===== src/rtl/usart_rx_fifo.sv =====
// Asynchronous serial receiver with a configurable frame format, mid-bit sampling,
// sticky error flags, and a first-word-fall-through receive FIFO that the CPU pops.
//
// state  | meaning
// IDLE   | line idle, waiting for rx_s to fall
// START  | half-bit wait, then confirm the start bit (high = glitch)
// DATA   | sampling DATA_BITS bits at bit centres, LSB first
// PARITY | sampling the parity bit
// STOP   | sampling the stop bit(s); the last sample commits the frame
module usart_rx_fifo #(
  parameter int CLKS_PER_BIT = 434,
  parameter int DATA_BITS    = 8,
  parameter int PARITY_MODE  = 0,
  parameter int STOP_BITS    = 1,
  parameter int FIFO_DEPTH   = 8,
  parameter int OUT_W        = 32
) (
  input  logic                          clk,
  input  logic                          rst,
  input  logic                          rx,
  input  logic                          controle,
  input  logic                          limpar_erros,
  output logic [OUT_W-1:0]              dado,
  output logic                          dado_pronto,
  output logic                          habilitar,
  output logic                          erro_paridade,
  output logic                          erro_quadro,
  output logic                          overflow,
  output logic [$clog2(FIFO_DEPTH):0]   contagem
);

  localparam int TMR_W = $clog2(CLKS_PER_BIT);
  localparam int BIT_W = $clog2(DATA_BITS);
  localparam int PTR_W = $clog2(FIFO_DEPTH);
  localparam int CNT_W = PTR_W + 1;
  localparam logic [TMR_W-1:0] HALF_LOAD = TMR_W'(CLKS_PER_BIT / 2 - 1);
  localparam logic [TMR_W-1:0] FULL_LOAD = TMR_W'(CLKS_PER_BIT - 1);
  localparam logic [BIT_W-1:0] LAST_BIT  = BIT_W'(DATA_BITS - 1);
  localparam logic [CNT_W-1:0] FULL_CNT  = CNT_W'(FIFO_DEPTH);

  typedef enum logic [2:0] {
    S_IDLE, S_START, S_DATA, S_PARITY, S_STOP
  } state_t;

  state_t               state_q, state_d;
  logic [TMR_W-1:0]     tmr_q, tmr_d;
  logic [BIT_W-1:0]     bit_q, bit_d;
  logic                 stop_q, stop_d;
  logic [DATA_BITS-1:0] shift_q, shift_d;
  logic                 par_bad_q, par_bad_d;
  logic                 frm_bad_q, frm_bad_d;
  logic                 rx_m_q, rx_s_q;
  logic                 ctl_q;
  logic                 err_par_q, err_par_d;
  logic                 err_frm_q, err_frm_d;
  logic                 ovf_q, ovf_d;
  logic [PTR_W-1:0]     wr_ptr_q, wr_ptr_d;
  logic [PTR_W-1:0]     rd_ptr_q, rd_ptr_d;
  logic [CNT_W-1:0]     cnt_q, cnt_d;
  logic [DATA_BITS-1:0] mem_q [FIFO_DEPTH];

  logic tick, push, pop, set_par, set_frm, set_ovf, frm_bad_now, last_stop;

  always_comb begin
    state_d     = state_q;
    tmr_d       = tmr_q;
    bit_d       = bit_q;
    stop_d      = stop_q;
    shift_d     = shift_q;
    par_bad_d   = par_bad_q;
    frm_bad_d   = frm_bad_q;
    push        = 1'b0;
    set_par     = 1'b0;
    set_frm     = 1'b0;
    set_ovf     = 1'b0;
    tick        = (tmr_q == '0);
    frm_bad_now = frm_bad_q | ~rx_s_q;
    last_stop   = (STOP_BITS == 1) || stop_q;

    case (state_q)
      S_IDLE: begin
        if (!rx_s_q) begin
          state_d   = S_START;
          tmr_d     = HALF_LOAD;
          bit_d     = '0;
          stop_d    = 1'b0;
          par_bad_d = 1'b0;
          frm_bad_d = 1'b0;
        end
      end
      S_START: begin
        if (tick) begin
          tmr_d   = FULL_LOAD;
          state_d = rx_s_q ? S_IDLE : S_DATA;
        end else begin
          tmr_d = tmr_q - 1'b1;
        end
      end
      S_DATA: begin
        if (tick) begin
          tmr_d   = FULL_LOAD;
          shift_d = {rx_s_q, shift_q[DATA_BITS-1:1]};
          if (bit_q == LAST_BIT) begin
            state_d = (PARITY_MODE != 0) ? S_PARITY : S_STOP;
          end else begin
            bit_d = bit_q + 1'b1;
          end
        end else begin
          tmr_d = tmr_q - 1'b1;
        end
      end
      S_PARITY: begin
        if (tick) begin
          tmr_d     = FULL_LOAD;
          par_bad_d = ((^shift_q) ^ rx_s_q) != (PARITY_MODE == 2);
          state_d   = S_STOP;
        end else begin
          tmr_d = tmr_q - 1'b1;
        end
      end
      S_STOP: begin
        if (tick) begin
          tmr_d     = FULL_LOAD;
          frm_bad_d = frm_bad_now;
          if (last_stop) begin
            // Commit: errors drop the frame; a good frame needs FIFO space.
            state_d = S_IDLE;
            set_par = par_bad_q;
            set_frm = frm_bad_now;
            if (!par_bad_q && !frm_bad_now) begin
              if (cnt_q == FULL_CNT) set_ovf = 1'b1;
              else                   push    = 1'b1;
            end
          end else begin
            stop_d = 1'b1;
          end
        end else begin
          tmr_d = tmr_q - 1'b1;
        end
      end
      default: state_d = S_IDLE;
    endcase
  end

  always_comb begin
    pop       = controle & ~ctl_q & (cnt_q != '0);
    err_par_d = set_par | (err_par_q & ~limpar_erros);
    err_frm_d = set_frm | (err_frm_q & ~limpar_erros);
    ovf_d     = set_ovf | (ovf_q & ~limpar_erros);
    wr_ptr_d  = push ? wr_ptr_q + 1'b1 : wr_ptr_q;
    rd_ptr_d  = pop  ? rd_ptr_q + 1'b1 : rd_ptr_q;
    cnt_d     = cnt_q;
    if (push && !pop)      cnt_d = cnt_q + 1'b1;
    else if (pop && !push) cnt_d = cnt_q - 1'b1;
  end

  always_ff @(posedge clk or negedge rst) begin
    if (!rst) begin
      state_q   <= S_IDLE;
      tmr_q     <= '0;
      bit_q     <= '0;
      stop_q    <= 1'b0;
      shift_q   <= '0;
      par_bad_q <= 1'b0;
      frm_bad_q <= 1'b0;
      rx_m_q    <= 1'b1;
      rx_s_q    <= 1'b1;
      ctl_q     <= 1'b0;
      err_par_q <= 1'b0;
      err_frm_q <= 1'b0;
      ovf_q     <= 1'b0;
      wr_ptr_q  <= '0;
      rd_ptr_q  <= '0;
      cnt_q     <= '0;
    end else begin
      state_q   <= state_d;
      tmr_q     <= tmr_d;
      bit_q     <= bit_d;
      stop_q    <= stop_d;
      shift_q   <= shift_d;
      par_bad_q <= par_bad_d;
      frm_bad_q <= frm_bad_d;
      rx_m_q    <= rx;
      rx_s_q    <= rx_m_q;
      ctl_q     <= controle;
      err_par_q <= err_par_d;
      err_frm_q <= err_frm_d;
      ovf_q     <= ovf_d;
      wr_ptr_q  <= wr_ptr_d;
      rd_ptr_q  <= rd_ptr_d;
      cnt_q     <= cnt_d;
    end
  end

  // Storage needs no reset: occupancy gates every read of it.
  always_ff @(posedge clk) begin
    if (push) mem_q[wr_ptr_q] <= shift_q;
  end

  assign dado          = (cnt_q != '0) ? OUT_W'(mem_q[rd_ptr_q]) : '0;
  assign dado_pronto   = (cnt_q != '0);
  assign habilitar     = (state_q != S_IDLE);
  assign erro_paridade = err_par_q;
  assign erro_quadro   = err_frm_q;
  assign overflow      = ovf_q;
  assign contagem      = cnt_q;

endmodule


===== config.mk =====
export PLATFORM = sky130hd
export DESIGN_NAME = usart_rx_fifo
export DESIGN_NICKNAME = d
export VERILOG_FILES = /design/src/rtl/usart_rx_fifo.sv
export SDC_FILE = /design/constraint.sdc
export NUM_CORES = 1
export LEC_CHECK = 0
export CORE_MARGIN = 10
export CORE_UTILIZATION = 40
export CTS_BUF_LIST = sky130_fd_sc_hd__clkbuf_16
export CTS_CLUSTER_DIAMETER = 50
export DETAILED_ROUTE_END_ITERATION = 6
export GPL_TIMING_DRIVEN = 1
export PLACE_DENSITY_LB_ADDON = 0.15
export SETUP_SLACK_MARGIN = 0.5
export SYNTH_ARGS = -nofsm -noshare
export SYNTH_HDL_FRONTEND = slang
export SYNTH_SLANG_ARGS = --single-unit

===== constraint.sdc =====
create_clock -name clk -period 7.29 [get_ports clk]
set_clock_uncertainty 0.1 [all_clocks]
set_input_delay 2.187 -clock clk [delete_from_list [all_inputs] [get_ports clk]]
set_output_delay 2.187 -clock clk [all_outputs]
set_load 0.1 [all_outputs]

==> flow_metrics.env <==
export IMPL_cp_depth=4
export IMPL_boundaryPins=46
export IMPL_hpwl_mm=5.83
export IMPL_die_y_um=129
export IMPL_yosys_cell_types_count=52
export IMPL_worst_slack_ps=1700
export IMPL_n_antenna_cell=0
export IMPL_pwr_share_comb_pct=26.3
export IMPL_cp_top_family="flip-flops"
export IMPL_clock_power_share_pct=29.1
export IMPL_fmax_ghz=0.179
export IMPL_drive_above_1_share_pct=15.3
export IMPL_ys_ff_latch=105
export IMPL_path_clk_slew_ps=70
export IMPL_num_vias=2601
export IMPL_finish_instance_area_mm2=0.00531
export IMPL_cts_max_level=3
export IMPL_p_leak_nw=1.84
export IMPL_start_kind="register"
export IMPL_synth_avg_cell_area_um2=14.0
export IMPL_syn_cell_area_mm2=0.00475
export IMPL_cts_root_buf="clkbuf_16"
export IMPL_routed_via_density=5.10
export IMPL_finalCriticalPeriod_ps=5590
export IMPL_vdd_drop_max_mv=0.112
export IMPL_initial_core_util_pct=41.3
export IMPL_ys_warn_count=0
export IMPL_cellPowerDensity_mw_per_mm2=309
export IMPL_synth_edf_count=64
export IMPL_p_switching_mw=0.601
export IMPL_cp_max_fo=18
export IMPL_drt_iter0_markers=94
export IMPL_layout_commonest_cell="edfxtp_1"
export IMPL_crit_type="register to output pin"
export IMPL_cts_buffers=9
export IMPL_drc=0
export IMPL_ys_async_sr_fraction_pct=39.0
export IMPL_setup_viol=0
export IMPL_cts_tree="built"
export IMPL_grt_pass1_vias=2652
export IMPL_fin_crit_sh_pct=76.6
export IMPL_route_met3_wl_um=459
export IMPL_cell_internal_pwr_mw=1.04
export IMPL_wl_met1_mm=3.78
export IMPL_path_buf_inv=1
export IMPL_cts_setup_buffers=0
export IMPL_grt_pass1_wl_mm=14.1
export IMPL_grt_total_usage_pct=11.2
export IMPL_cp_end_kind="output pin"
export IMPL_pwr_share_seq_pct=44.5
export IMPL_die_area_mm2=0.0166
export IMPL_r2r_cells=11
export IMPL_cp_arrival_ps=3300
export IMPL_highest_layer="met4"
export IMPL_insertion_delay_ps=350
export IMPL_ys_dominant_reg_cell="edfxtp_1"
export IMPL_postRouteAntennaNets=0
export IMPL_syn_to_final_growth_pct=11.7
export IMPL_fin_tns_setup_ps=0
export IMPL_drv_cap=0
export IMPL_slew_viol_final=0
export IMPL_netSwitchingFraction_pct=36.7
export IMPL_detail_route_wl_per_cell_um=16.9
export IMPL_numPortBuffers=21
export IMPL_status="finished clean"
export IMPL_dr_pass1_iters=4
export IMPL_dpl_instance_area_mm2=0.00501
export IMPL_cts_resized=0
export IMPL_post_place_ws_ps=2010
export IMPL_fp_row_count=39
export IMPL_final_cell_mix="edfxtp_1 (64), dfrtp_1 (39), nor2_1 (30), conb_1 (24)"
export IMPL_rsz0062_at_grt="no"
export IMPL_grt_ovfl_total=0
export IMPL_hold_viol=0
export IMPL_hold_depth=0
export IMPL_hold_buffers=0
export IMPL_cts_sinks=105
export IMPL_synthCells=340
export IMPL_grt_max_degree=42
export IMPL_slew_headroom_pct=27.6
export IMPL_routed_wl_mm=8.61
export IMPL_layout_nets=376
export IMPL_tightestPinTransition_ps=1090
export IMPL_hp_class="register to register"
export IMPL_cp_required_ps=5000
export IMPL_antenna_found_initial=0
export IMPL_chipWidth_um=129
export IMPL_core_area_mm2=0.0115
export IMPL_clock_path_buffers=2
export IMPL_routed_wl_met2_mm=4.17
export IMPL_finalWeightedCongestion=0.765
export IMPL_cpMaxStageDelayCell="dfrtp_1"
export IMPL_slowest_delay_ps=1060
export IMPL_synth_seq_area_share_pct=62.1
export IMPL_crit_chain="mux4_2, mux2i_1, nor2_1, clkdlybuf4s50_1"
## power groups by stage
stage,sequential [mW],clock [mW],combinational [mW]
2_1_floorplan,0.760,0,0.338
3_5_place_dp,0.748,0,0.436
6_report,0.731,0.478,0.432
4_1_cts,0.735,0.493,0.436
5_1_grt,0.743,0.518,0.452
3_3_place_gp,0.747,0,0.435
## cell usage after synthesis (all sizes together) (2+ instances only)
| master | number | area share [%] |
|---|---|---|
| o21ai | 14 | 1.5 |
| nand2b | 4 | 0.53 |
| mux2 | 12 | 2.8 |
| edfxtp | 64 | 40 |
| o22ai | 3 | 0.39 |
| nand2 | 20 | 1.6 |
| dfrtp | 39 | 21 |
| nor4 | 2 | 0.39 |
| a21oi | 10 | 1.1 |
| a31oi | 2 | 0.26 |
| xnor2 | 13 | 2.4 |
| a21o | 2 | 0.32 |
| or3 | 3 | 0.50 |
| nor2b | 2 | 0.26 |
| xor2 | 3 | 0.55 |
| and2 | 2 | 0.26 |
| buf | 30 | 4.4 |
| nor2 | 31 | 2.5 |
| nand3 | 7 | 0.74 |
| or4 | 2 | 0.39 |
| a22o | 4 | 0.74 |
| dfstp | 2 | 1.1 |
| ha | 8 | 2.1 |
| mux4 | 16 | 7.6 |
| inv | 12 | 0.95 |
| or2 | 2 | 0.26 |
| mux2i | 9 | 1.9 |
| clkbuf | 3 | 0.24 |
| nor3 | 7 | 1.2 |
| o31ai | 2 | 0.32 |
## sequential cells by signal, summed over array words and instances, names as in the netlist
name	flops
bit_q	3
erro_quadro	1
erro_paridade	1
frm_bad_q	1
rx_s_q	1
rd_ptr_q	3
wr_ptr_q	3
par_bad_q	1
rx_m_q	1
mem_q	64
shift_q	8
ctl_q	1
state_q	3
tmr_q	9
overflow	1
contagem	4
## worst register-to-register path: cells and delay by family, from the launching register on
family / cells / cell delay (ps)
AO/OA/AOI/OAI: 2 / 350
XOR/XNOR: 2 / 270
adder cells (fa/ha/maj): 2 / 460
buffers and inverters: 2 / 220
flip-flops: 1 / 460
AND/OR/NAND/NOR: 3 / 1260
## worst paths after layout
| kind | from | to | slack (ps) |
|---|---|---|---|
| setup / recovery | rd_ptr_q[0]$_DFFE_PN0P_ | dado[5] | 1700 |
| hold / removal | rx_m_q$_DFF_PN1_ | rx_s_q$_DFF_PN1_ | 260 |
| setup reg to reg | contagem[1]$_DFFE_PN0P_ | contagem[3]$_DFFE_PN0P_ | 4060 |
| hold reg to reg | rx_m_q$_DFF_PN1_ | rx_s_q$_DFF_PN1_ | 260 |
| max in group asynchronous | rst | tmr_q[2]$_DFFE_PN0P_ | 4610 |
| min in group asynchronous | rst | rd_ptr_q[2]$_DFFE_PN0P_ | 1880 |
## through the flow
stage	total power, mW	std cells	utilization, %	hold WS [ps]
floorplan	1.10	363	-	245
global placement	1.18	494	43.5	245
detailed placement	1.18	494	43.5	248
CTS	1.67	510	46.1	258
global route	1.71	510	46.1	259
finish	1.64	510	46.1	257
## logic make-up after synthesis
family                   Yosys count  synth area share, %
buffers and inverters             45                 5.55
flip-flops                       105                 62.1
AO/OA/AOI/OAI                     40                 5.08
adder cells (fa/ha/maj)            9                 2.53
other                              1               0.0789
AND/OR/NAND/NOR                   87                 9.42
multiplexers                      37                 12.3
XOR/XNOR                          16                 2.95
## metal layers
metal  global-route usage (%)  vias to the layer above
li1                         -                     1240
met1                     13.2                     1294
met2                     18.5                       55
met3                     2.45                       12
met5                        0                        -
met4                     6.42                        0
## layout make-up
| class | count | area [um^2] |
|---|---|---|
| Multi-Input combinational cell | 213 | 1640 |
| Clock inverter | 7 | 71.3 |
| Tap cell | 143 | 179 |
| Clock buffer | 9 | 225 |
| Inverter | 12 | 45.0 |
| Fill cell | 1036 | 6200 |
| Sequential cell | 105 | 2950 |
| Timing Repair Buffer | 21 | 205 |
No activity file was read; power rests on OpenSTA's default activity.
